$ cat config.mk
export PLATFORM = sky130hd
export DESIGN_NAME = instr_fetch_stage
export DESIGN_NICKNAME = d
export VERILOG_FILES = /design/src/rtl/riscv_pkg.sv /design/src/rtl/instr_field_split.sv /design/src/rtl/instr_fetch_stage.sv
export SDC_FILE = /design/constraint.sdc
export NUM_CORES = 1
export LEC_CHECK = 0
export CAP_MARGIN = 25
export CORE_ASPECT_RATIO = 1.4
export CORE_UTILIZATION = 51
export CTS_BUF_LIST = sky130_fd_sc_hd__clkbuf_4 sky130_fd_sc_hd__clkbuf_8 sky130_fd_sc_hd__clkbuf_16
export CTS_CLUSTER_SIZE = 40
export DETAILED_ROUTE_END_ITERATION = 16
export PLACE_DENSITY = 0.95
export SYNTH_ARGS = -nofsm -noshare
export SYNTH_HDL_FRONTEND = slang
export SYNTH_SLANG_ARGS = --single-unit
$ cat constraint.sdc
create_clock -name clk -period 14.4 [get_ports clk]
set_input_delay 4.32 -clock clk [delete_from_list [all_inputs] [get_ports clk]]
set_output_delay 4.32 -clock clk [all_outputs]
set_load 0.01 [all_outputs]
$ cat src/rtl/riscv_pkg.sv
// Shared RV32 decode constants: opcodes, instruction field positions, fetch FSM encoding.
// Latency: n/a (declarations only).
// Backpressure: n/a.
package riscv_pkg;

    // Base opcodes seen by fetch/decode
    localparam logic [6:0] OP_RTYPE  = 7'b0110011;
    localparam logic [6:0] OP_ITYPE  = 7'b0010011;
    localparam logic [6:0] OP_LOAD   = 7'b0000011;
    localparam logic [6:0] OP_STORE  = 7'b0100011;
    localparam logic [6:0] OP_BRANCH = 7'b1100011;

    // Instruction field LSB positions and widths
    localparam int OPCODE_LSB = 0;
    localparam int OPCODE_W   = 7;
    localparam int RD_LSB     = 7;
    localparam int RD_W       = 5;
    localparam int FUNC3_LSB  = 12;
    localparam int FUNC3_W    = 3;
    localparam int RS1_LSB    = 15;
    localparam int RS1_W      = 5;
    localparam int RS2_LSB    = 20;
    localparam int RS2_W      = 5;
    localparam int FUNC7_LSB  = 25;
    localparam int FUNC7_W    = 7;

    // Sequential fetch increment
    localparam int PC_STEP_DEFAULT = 4;

    // Fetch FSM state encoding
    typedef enum logic [1:0] {
        ST_IDLE  = 2'd0,
        ST_FETCH = 2'd1,
        ST_VALID = 2'd2
    } fetch_state_t;

endpackage

$ cat src/rtl/instr_field_split.sv
// Splits a 32-bit RV32 instruction word into its fixed-position fields.
// Latency: purely combinational, zero cycles.
// Backpressure: none; no handshake.
// Ports: i_ir (instruction word) -> o_opcode, o_rd, o_func3, o_rs1, o_rs2, o_func7.
module instr_field_split
    import riscv_pkg::*;
(
    input  logic [31:0]          i_ir,
    output logic [OPCODE_W-1:0]  o_opcode,
    output logic [RD_W-1:0]      o_rd,
    output logic [FUNC3_W-1:0]   o_func3,
    output logic [RS1_W-1:0]     o_rs1,
    output logic [RS2_W-1:0]     o_rs2,
    output logic [FUNC7_W-1:0]   o_func7
);

    assign o_opcode = i_ir[OPCODE_LSB +: OPCODE_W];
    assign o_rd     = i_ir[RD_LSB     +: RD_W];
    assign o_func3  = i_ir[FUNC3_LSB  +: FUNC3_W];
    assign o_rs1    = i_ir[RS1_LSB    +: RS1_W];
    assign o_rs2    = i_ir[RS2_LSB    +: RS2_W];
    assign o_func7  = i_ir[FUNC7_LSB  +: FUNC7_W];

endmodule

$ cat src/rtl/instr_fetch_stage.sv
// Instruction fetch: owns the PC, handshakes with instruction memory, holds one instruction for decode.
// Latency: instr_valid rises one cycle after imem_ack; next request issues the cycle after decode consumes.
// Backpressure: holds ir/pc_out stable and raises no new request while dec_ready=0; redirect drops the held word.
// Ports: clk/reset; imem_req/imem_addr/imem_ack/imem_rdata (memory side);
//        dec_ready/halt/pc_load/pc_load_value (control in); instr_valid/pc_out/opcode/rd/func3/rs1/rs2/func7 (to decode).
module instr_fetch_stage
    import riscv_pkg::*;
#(
    parameter int               XLEN     = 32,
    parameter logic [XLEN-1:0]  RESET_PC = '0,
    parameter int               PC_STEP  = PC_STEP_DEFAULT
) (
    input  logic              clk,
    input  logic              reset,
    output logic              imem_req,
    output logic [XLEN-1:0]   imem_addr,
    input  logic              imem_ack,
    input  logic [31:0]       imem_rdata,
    input  logic              dec_ready,
    input  logic              halt,
    input  logic              pc_load,
    input  logic [XLEN-1:0]   pc_load_value,
    output logic              instr_valid,
    output logic [XLEN-1:0]   pc_out,
    output logic [6:0]        opcode,
    output logic [4:0]        rd,
    output logic [2:0]        func3,
    output logic [4:0]        rs1,
    output logic [4:0]        rs2,
    output logic [6:0]        func7
);

    fetch_state_t       r_state;
    logic [XLEN-1:0]    r_pc;
    logic [XLEN-1:0]    r_tgt;
    logic               r_kill;
    logic [31:0]        r_ir;
    logic [XLEN-1:0]    r_pc_out;
    logic               r_imem_req;
    logic               r_instr_valid;

    logic [XLEN-1:0]    w_target;
    logic [XLEN-1:0]    w_pc_next;

    // Redirect targets are always word aligned
    assign w_target  = {pc_load_value[XLEN-1:2], 2'b00};
    // Wraps naturally modulo 2^XLEN
    assign w_pc_next = r_pc + XLEN'(PC_STEP);

    always_ff @(posedge clk or posedge reset) begin
        if (reset) begin
            r_state       <= ST_IDLE;
            r_pc          <= RESET_PC;
            r_tgt         <= '0;
            r_kill        <= 1'b0;
            r_ir          <= '0;
            r_pc_out      <= '0;
            r_imem_req    <= 1'b0;
            r_instr_valid <= 1'b0;
        end else begin
            case (r_state)
                ST_IDLE: begin
                    if (pc_load) begin
                        r_pc <= w_target;
                    end
                    if (!halt) begin
                        r_state    <= ST_FETCH;
                        r_imem_req <= 1'b1;
                    end
                end

                ST_FETCH: begin
                    if (imem_ack) begin
                        if (pc_load) begin
                            // Redirect coincides with the data: drop it, refetch at the target
                            r_pc   <= w_target;
                            r_kill <= 1'b0;
                        end else if (r_kill) begin
                            // Ack for a request overtaken by an earlier redirect
                            r_pc   <= r_tgt;
                            r_kill <= 1'b0;
                        end else begin
                            r_ir          <= imem_rdata;
                            r_pc_out      <= r_pc;
                            r_pc          <= w_pc_next;
                            r_state       <= ST_VALID;
                            r_imem_req    <= 1'b0;
                            r_instr_valid <= 1'b1;
                        end
                    end else if (pc_load) begin
                        // Memory still owes us the old word; remember where to go once it lands.
                        // A later redirect before the ack overwrites the target.
                        r_kill <= 1'b1;
                        r_tgt  <= w_target;
                    end
                end

                ST_VALID: begin
                    if (pc_load) begin
                        r_pc          <= w_target;
                        r_state       <= ST_FETCH;
                        r_imem_req    <= 1'b1;
                        r_instr_valid <= 1'b0;
                    end else if (dec_ready) begin
                        r_instr_valid <= 1'b0;
                        if (halt) begin
                            r_state <= ST_IDLE;
                        end else begin
                            r_state    <= ST_FETCH;
                            r_imem_req <= 1'b1;
                        end
                    end
                end

                default: begin
                    r_state       <= ST_IDLE;
                    r_kill        <= 1'b0;
                    r_imem_req    <= 1'b0;
                    r_instr_valid <= 1'b0;
                end
            endcase
        end
    end

    assign imem_req    = r_imem_req;
    assign imem_addr   = r_pc;
    assign instr_valid = r_instr_valid;
    assign pc_out      = r_pc_out;

    instr_field_split u_field_split (
        .i_ir     (r_ir),
        .o_opcode (opcode),
        .o_rd     (rd),
        .o_func3  (func3),
        .o_rs1    (rs1),
        .o_rs2    (rs2),
        .o_func7  (func7)
    );

endmodule

==> results.yml, run 1 <==
sta:
  rsz0062_at_grt: "false"
  setup_ws_ns: 7.80
  max_freq_mhz: 152
  relSlewSlack_pct: 30.2
  final-hold-violation-count: 0
  finalCriticalPeriod_ns: 6.60
  min_period_over_period_pct: 45.8
  tightest_slew_ns: 1.05
  clock-skew-final_ns: 0.0112
  final_max_slew_viol_count: 0
  finalSetupViolCount: 0
  fin_setup_tns_ns: 0
clock_tree:
  cts_buffer_depth: 2
  numCtsBuffers: 17
  clkSlewWorstSetupHoldPaths_ns: 0.05
  ctsResizeCount: 0
  worstSkewPairLatency_ns: 0.42
  htreeDepth: 4
  cts-root-buf: "clkbuf_16"
  cts_hold_buf: 0
  cts_setup_buffers: 0
  cts_tree: "done"
  cts.sinks: 127
cells_and_area:
  fin_area_um2: 8250
  antennaDiodeCount: 0
  final_cells: 938
  final_common_cell: "nand2_1"
  area_growth_pct: 36.2
  final_nets: 854
  fillCellCount: 752
  layout-drive-gt1-share_pct: 9.95
  final_cell_mix: "222 x nand2_1, 161 x clkdlybuf4s50_1, 127 x dfrtp_1"
place:
  dp_hpwl_um: 10800
  place.gp.congestion: 0.844
  dp_cells: 908
  numPortBuffers: 161
  dpl_cell_area_um2: 7660
  pre_cts_ws_ns: 7.45
detailed_routing:
  post_drt_wl_per_cell_um: 18.1
  route.detailed.drc: 0
  routed_wirelength_um: 17000
  vias: 5488
  viasPerCell: 5.85
  ant_nets: 0
  first_iter_violations: 543
  drtPass1Iterations: 5
grt:
  overflow: 0
  grt_pass1_wl_um: 27100
  grt_pass1_vias: 5327
  track_usage_pct: 28.7
  grt_max_degree: 69
  antenna_found_initial: 0
hold_path:
  hold_class: "reg -> reg"
synthesis:
  syn_inst: 643
  syn_area_per_cell_um2: 9.42
  postSynthRegisterBits: 127
  yosys_warnings: 0
  ys_async_sr_fraction_pct: 100
  synth_area_um2: 6060
  synth_edf_count: 0
  synth-seq-area-share_pct: 52.5
  synth_cell_types: 55
  synth_flop_cell: "dfrtp_1"
die:
  core-area_um2: 11500
  dieArea_um2: 12300
  io_pins: 168
  die_x_um: 94.1
  die-height_um: 131
  start_util_pct: 52.9
  rows: 46
worst_setup_path:
  crit_fanout: 44
  cp.required_ns: 14.67
  start_kind: "input port"
  end_kind: "register"
  arrival_ns: 6.87
  criticalPathCategory: "in -> reg"
status:
  status: "completed"
power_and_ir_drop:
  p_leak_nw: 3.68
  power.density_nw_per_um2: 226
  max-vdd-ir-drop_mv: 0.139
run:
  maxCapViolations: 0
==> metal layers <==
metal | global-route usage, % | wire length, um | vias up
li1 | - | - | 2457
met1 | 35.3 | 6390 | 2623
met2 | 47.7 | 8800 | 333
met3 | 5.50 | 1120 | 75
met4 | 15.3 | 664 | 0
met5 | 0 | 0 | -
==> critical path: stages <==
cell	delay, ns
clkdlybuf4s50_1	0.66
nand4bb_4	0.27
nand2b_2	0.61
buf_4	0.52
a21oi_1	0.07
o21ai_0	0.21
o311ai_1	0.16
==> sequential cells by signal (all words and copies together) (netlist names) <==
name	flops
r_ir	32
imem_addr	30
pc_out	30
r_tgt	30
r_state	2
imem_req	1
instr_valid	1
r_kill	1
==> report_power, final <==
part | internal [W] | switching, W
Combinational | 0.000380 | 0.000345
Clock | 0.000276 | 0.000151
Sequential | 0.000526 | 0.000187
==> area by class of cell <==
cell class	count	area [um^2]	share of cell area [%]
inverters	8	32.5	0.394
repair buffers	167	1660	20.1
well taps	144	180	2.18
clock buffers	24	503	6.10
flip-flops and latches	127	3180	38.5
multi-input cells	462	2620	31.7
clock inverters	6	82.6	1.00
==> cell families (layout without fill, tap and decap cells) <==
kind of cell / count (synthesis) / count (layout) / synth area share, %
AND/OR/NAND/NOR: 297 / 297 / 22.4
buffers and inverters: 57 / 205 / 4.71
adder cells (fa/ha/maj): 1 / 1 / 0.206
flip-flops: 127 / 127 / 52.5
AO/OA/AOI/OAI: 106 / 106 / 11.0
multiplexers: 35 / 35 / 6.38
XOR/XNOR: 19 / 19 / 2.75
other: 1 / 4 / 0.0619
==> synthesized netlist by cell type (11+ instances only) <==
| master | n | share of area [%] |
|---|---|---|
| a21oi_1 | 38 | 3.1 |
| mux2_2 | 27 | 5.0 |
| nand4_1 | 11 | 1.1 |
| buf_2 | 15 | 1.2 |
| nand2_1 | 222 | 14 |
| nand3_1 | 17 | 1.4 |
| clkbuf_1 | 22 | 1.4 |
| nor2_1 | 15 | 0.93 |
| dfrtp_1 | 127 | 52 |
| xor2_1 | 13 | 1.9 |
| o21ai_0 | 21 | 1.7 |
==> stage by stage <==
step | hold WS [ns] | total power [W] | utilization, %
after floorplan | 0.458 | 0.00105 | -
after global placement | 0.456 | 0.00138 | 66.9
after detailed placement | 0.461 | 0.00142 | 66.9
after CTS | 0.475 | 0.00186 | 72.0
after global routing | 0.484 | 0.00196 | 72.0
final | 0.471 | 0.00187 | 72.0
==> final timing paths <==
| check | cells after the start | start | to | slack (ns) |
|---|---|---|---|---|
| setup / recovery | 7 | pc_load | imem_addr[24]$_DFFE_PP0P_ | 7.80 |
| hold / removal | 2 | r_ir[9]$_DFFE_PP0P_ | r_ir[9]$_DFFE_PP0P_ | 0.47 |
| setup reg to reg | 6 | r_kill$_DFFE_PP0P_ | imem_addr[24]$_DFFE_PP0P_ | 10.95 |
| hold reg to reg | 2 | r_ir[9]$_DFFE_PP0P_ | r_ir[9]$_DFFE_PP0P_ | 0.47 |
| max in group asynchronous | 3 | reset | imem_addr[25]$_DFFE_PP0P_ | 8.70 |
| min in group asynchronous | 2 | reset | r_ir[1]$_DFFE_PP0P_ | 4.43 |
Note: power is estimated with default switching activity, not from simulation.
==> inputs of run 2 (changes only) <==
--- a/config.mk
+++ b/config.mk
@@ -7,11 +7,11 @@
 export LEC_CHECK = 0
 export CAP_MARGIN = 25
 export CORE_ASPECT_RATIO = 1.4
-export CORE_UTILIZATION = 51
+export CORE_UTILIZATION = 48
 export CTS_BUF_LIST = sky130_fd_sc_hd__clkbuf_4 sky130_fd_sc_hd__clkbuf_8 sky130_fd_sc_hd__clkbuf_16
 export CTS_CLUSTER_SIZE = 40
 export DETAILED_ROUTE_END_ITERATION = 16
-export PLACE_DENSITY = 0.95
+export PLACE_DENSITY = 0.92
 export SYNTH_ARGS = -nofsm -noshare
 export SYNTH_HDL_FRONTEND = slang
 export SYNTH_SLANG_ARGS = --single-unit
==> constraint.sdc (replaced) <==
create_clock -name clk -period 6.64 [get_ports clk]
set_input_delay 1.992 -clock clk [delete_from_list [all_inputs] [get_ports clk]]
set_output_delay 1.992 -clock clk [all_outputs]
set_load 0.01 [all_outputs]
==> results.yml, run 2 (synthesis results as in run 1) <==
status:
  status: "completed"
grt:
  grt_pass1_wl_um: 27100
  overflow: 0
  grtUsageMet1_pct: 31.7
  grt_max_degree: 51
  use_met2_pct: 42.8
  track_usage_pct: 26.5
  grt-busiest-layer: "met2"
  antenna_found_initial: 0
  use_met3_pct: 6.63
  grt_pass1_vias: 5314
power_and_ir_drop:
  max-vdd-ir-drop_mv: 0.240
  finalPower_w: 0.00416
  p_leak_nw: 3.73
  power.density_nw_per_um2: 496
hold_path:
  hold_end: "r_ir[4]$_DFFE_PP0P_"
  whs_path_depth: 2
  hold_class: "reg -> reg"
  hold_path_startpoint: "r_ir[4]$_DFFE_PP0P_"
detailed_routing:
  viasPerCell: 5.80
  route.detailed.drc: 0
  vias: 5501
  first_iter_violations: 518
  drtPass1Iterations: 8
  routed_wirelength_um: 17100
  post_drt_wl_per_cell_um: 18.0
  ant_nets: 0
cells_and_area:
  fin_area_um2: 8370
  final_cells: 948
  area_growth_pct: 38.2
  antennaDiodeCount: 0
  layout-drive-gt1-share_pct: 10.4
  final_nets: 856
  final_common_cell: "nand2_1"
  fillCellCount: 853
  top_register: "r_ir"
  final_cell_mix: "222 x nand2_1, 161 x clkdlybuf4s50_1, 127 x dfrtp_1"
  largest_register_ffs: 32
die:
  die-height_um: 135
  io_pins: 168
  die_x_um: 97.0
  start_util_pct: 49.2
  dieArea_um2: 13100
  core-area_um2: 12300
  rows: 48
place:
  dp_cells: 916
  numPortBuffers: 161
  dpl_cell_area_um2: 7700
  pre_cts_ws_ns: 2.21
  place.gp.congestion: 0.854
  dp_hpwl_um: 11000
clock_tree:
  numCtsBuffers: 17
  cts-root-buf: "clkbuf_16"
  htreeDepth: 4
  cts_setup_buffers: 0
  cts_hold_buf: 0
  ctsResizeCount: 0
  cts_buffer_depth: 2
  cts_tree: "done"
  clkSlewWorstSetupHoldPaths_ns: 0.06
  worstSkewPairLatency_ns: 0.42
  cts.sinks: 127
worst_setup_path:
  r2r-end: "imem_addr[22]$_DFFE_PP0P_"
  end_kind: "register"
  worst_path_dominant_cell_family: "simple AND/OR/NAND/NOR gates"
  crit_fanout: 25
  r2r_slack_ns: 3.68
  cp_slowest_stage_delay_ns: 0.78
  crit_start: "pc_load"
  crit_path_cell_trace: "clkdlybuf4s50_1 -> nand2b_1 -> nand2_1 -> a21oi_1 -> a21oi_1 -> a211oi_1"
  r2r_cells: 5
  cp.required_ns: 6.95
  start_kind: "input port"
  r2r-start: "r_kill$_DFFE_PP0P_"
  slowest_stage: "nand2b_1"
  crit_top_cell: "a21oi_1"
  arrival_ns: 4.38
  criticalPathCategory: "in -> reg"
  worst-path-buf-inv: 1
run:
  maxCapViolations: 0
sta:
  rsz0062_at_grt: "false"
  max_freq_mhz: 246
  final-hold-violation-count: 0
  clock-skew-final_ns: 0.00953
  fin_setup_tns_ns: 0
  relSlewSlack_pct: 33.6
  min_period_over_period_pct: 61.2
  final_max_slew_viol_count: 0
  tightest_slew_ns: 0.995
  setup_ws_ns: 2.58
  finalCriticalPeriod_ns: 4.06
  finalSetupViolCount: 0
-- run 2: cell count changes in the layout (fill, tap and decap cells not counted) --
cell        delta
clkinvlp_4     +1
buf_4          +1
buf_12         +1
clkbuf_8       +1
bufinv_16      +3
clkbuf_4       -3
-- run 2: cell type report --
class                      count  area, um^2  area share, %
sequential                   127        3180           38.0
clock inverter                10         180           2.15
clock buffer                  22         494           5.90
timing repair buffer         169        1680           20.1
tap                          150         188           2.24
inverter                       8        32.5          0.388
multi-input combinational    462        2620           31.3
-- run 2: through the flow --
| stage | hold WS, ns | util [%] |
|---|---|---|
| after floorplan | 0.458 | - |
| after global placement | 0.455 | 62.4 |
| after detailed placement | 0.461 | 62.5 |
| after CTS | 0.475 | 68.0 |
| after global routing | 0.489 | 68.0 |
| final | 0.473 | 68.0 |
-- run 2: worst reg2reg max path: cells and delay by family, from the launching register on --
kind | cells | cell delay [ns]
flops | 1 | 1.00
buf+inv | 1 | 0.56
compound gates | 3 | 0.42
simple gates | 1 | 0.90
-- run 2: how the worst max path moves through the flow --
stage | end | slack, ns | depth (start not counted)
5_1_grt | r_ir[12]$_DFFE_PP0P_ | 2.49 | 6
4_1_cts | r_ir[12]$_DFFE_PP0P_ | 2.63 | 6
2_1_floorplan | imem_addr[10]$_DFFE_PP0P_ | 1.26 | 1
3_5_place_dp | r_ir[11]$_DFFE_PP0P_ | 2.21 | 6
3_3_place_gp | imem_addr[11]$_DFFE_PP0P_ | 2.09 | 5
6_report | imem_addr[27]$_DFFE_PP0P_ | 2.58 | 6
-- run 2: report_power, final --
part           total [W]  internal (W)  leakage (nW)  switching (W)
clock network    0.00105      0.000714         0.328       0.000337
logic            0.00157      0.000829          1.84       0.000740
registers        0.00154       0.00114          1.56       0.000395
-- run 2: per-layer routing --
metal	vias to the layer above	share of wire, %	wire length, um
met5	-	0	0
met4	0	4.3	737
met3	66	6.6	1130
met2	289	51	8650
met1	2686	38	6540
li1	2460	-	-
==> inputs of run 3 (changes only) <==
--- a/config.mk
+++ b/config.mk
@@ -7,11 +7,11 @@
 export LEC_CHECK = 0
 export CAP_MARGIN = 25
 export CORE_ASPECT_RATIO = 1.4
-export CORE_UTILIZATION = 48
+export CORE_UTILIZATION = 44
 export CTS_BUF_LIST = sky130_fd_sc_hd__clkbuf_4 sky130_fd_sc_hd__clkbuf_8 sky130_fd_sc_hd__clkbuf_16
 export CTS_CLUSTER_SIZE = 40
 export DETAILED_ROUTE_END_ITERATION = 16
-export PLACE_DENSITY = 0.92
+export PLACE_DENSITY = 0.89
 export SYNTH_ARGS = -nofsm -noshare
 export SYNTH_HDL_FRONTEND = slang
 export SYNTH_SLANG_ARGS = --single-unit
==> constraint.sdc (replaced) <==
create_clock -name clk -period 3.4 [get_ports clk]
set_input_delay 1.02 -clock clk [delete_from_list [all_inputs] [get_ports clk]]
set_output_delay 1.02 -clock clk [all_outputs]
set_load 0.01 [all_outputs]
==> results.yml, run 3 (synthesis results as in run 1) <==
place:
  dpl_cell_area_um2: 7880
  place.gp.congestion: 0.830
  dp_hpwl_um: 11700
  dp_cells: 960
  numPortBuffers: 161
sta:
  rsz0062_at_grt: "false"
  final_max_slew_viol_count: 0
  min_period_over_period_pct: 82.8
  finalCriticalPeriod_ns: 2.81
  tightest_slew_ns: 1.01
  fin_setup_tns_ns: 0
  finalSetupViolCount: 0
  hold_slack_ns: 0.472
  relSlewSlack_pct: 32.4
  clock-skew-final_ns: 0.00762
  final-hold-violation-count: 0
  max_freq_mhz: 355
detailed_routing:
  viasPerCell: 5.55
  drtPass1Iterations: 5
  post_drt_wl_per_cell_um: 17.7
  ant_nets: 0
  routed_wirelength_um: 17500
  first_iter_violations: 582
  vias: 5512
  route.detailed.drc: 0
worst_setup_path:
  cp_slowest_stage_delay_ns: 0.82
  crit_fanout: 13
  end_kind: "register"
  cp.required_ns: 3.72
  worst-path-buf-inv: 2
  arrival_ns: 3.14
  start_kind: "input port"
  worst_path_dominant_cell_family: "simple AND/OR/NAND/NOR gates"
  criticalPathCategory: "in -> reg"
  crit_path_cell_trace: "clkdlybuf4s50_1 -> buf_4 -> nand4bb_4 -> nor2_1 -> a32o_1 -> a21oi_1 -> o21ai_0"
  slowest_stage: "nor2_1"
clock_tree:
  ctsResizeCount: 0
  numCtsBuffers: 17
  cts_hold_buf: 0
  cts-root-buf: "clkbuf_16"
  cts_tree: "done"
  worstSkewPairLatency_ns: 0.41
  cts_setup_buffers: 0
  htreeDepth: 4
  cts.sinks: 127
  cts_buffer_depth: 2
  clkSlewWorstSetupHoldPaths_ns: 0.05
cells_and_area:
  seq_area_um2: 3180
  final_nets: 868
  final_cell_mix: "222 x nand2_1, 161 x clkdlybuf4s50_1, 127 x dfrtp_1"
  final_common_cell: "nand2_1"
  layout-drive-gt1-share_pct: 11.7
  top_register: "r_ir"
  multi_input_area_um2: 2620
  fillCellCount: 1037
  fin_area_um2: 8530
  final_cells: 993
  largest_register_ffs: 32
  area_growth_pct: 40.9
run:
  maxCapViolations: 0
grt:
  overflow: 0
  grt_pass1_wl_um: 27600
  antenna_found_initial: 1
  track_usage_pct: 25.4
  grt_pass1_vias: 5390
  grt_max_degree: 64
die:
  core-area_um2: 13400
  dieArea_um2: 14200
  die-height_um: 141
  io_pins: 168
  rows: 50
  start_util_pct: 45.3
  die_x_um: 101
power_and_ir_drop:
  p_leak_nw: 3.78
  power.density_nw_per_um2: 952
  max-vdd-ir-drop_mv: 0.442
hold_path:
  hold_class: "reg -> reg"
status:
  status: "completed"
[run 3: layout make-up]
class | instances | share of cell area, %
flip-flops and latches | 127 | 37.2
repair buffers | 181 | 21.4
diodes | 1 | 0.0293
clock inverters | 9 | 1.82
well taps | 182 | 2.67
clock buffers | 23 | 5.81
multi-input cells | 462 | 30.7
inverters | 8 | 0.396
[run 3: worst min-delay path, cell delays in order (launching register included)]
cell and delay, ns:
dfrtp_1 0.33, nand2_1 0.05, nand2_1 0.05
[run 3: through the flow]
stage / total power, W / util [%] / setup WS (ns)
floorplan: 0.00444 / - / 0.813
global placement: 0.00593 / 58.9 / 0.259
detailed placement: 0.00608 / 58.9 / 0.247
CTS: 0.00813 / 63.7 / 0.598
global route: 0.00854 / 63.7 / 0.437
finish: 0.00813 / 63.7 / 0.585
[run 3: final timing paths]
check | startpoint | to | slack (ns) | cells after the start
max | pc_load | imem_addr[16]$_DFFE_PP0P_ | 0.59 | 7
min | pc_out[16]$_DFFE_PP0P_ | pc_out[16]$_DFFE_PP0P_ | 0.47 | 2
max reg2reg | r_state[0]$_DFFE_PP0P_ | imem_addr[19]$_DFFE_PP0P_ | 1.13 | 4
min reg2reg | pc_out[16]$_DFFE_PP0P_ | pc_out[16]$_DFFE_PP0P_ | 0.47 | 2
max in group asynchronous | reset | imem_addr[31]$_DFFE_PP0P_ | 1.69 | 3
min in group asynchronous | reset | imem_addr[24]$_DFFE_PP0P_ | 1.07 | 2
[run 3: power by group]
group,leakage (nW),internal (W),switching (W)
clock,0.308,0.00132,0.000652
combinational,1.91,0.00167,0.00155
sequential,1.56,0.00223,0.000701
[run 3: per-layer routing]
layer,vias up,part of all wire [%],global-route usage [%]
li1,2497,-,-
met1,2619,37,30.8
met2,321,51,41.5
met3,75,6.6,5.35
met4,0,5.1,14.3
met5,-,0,0
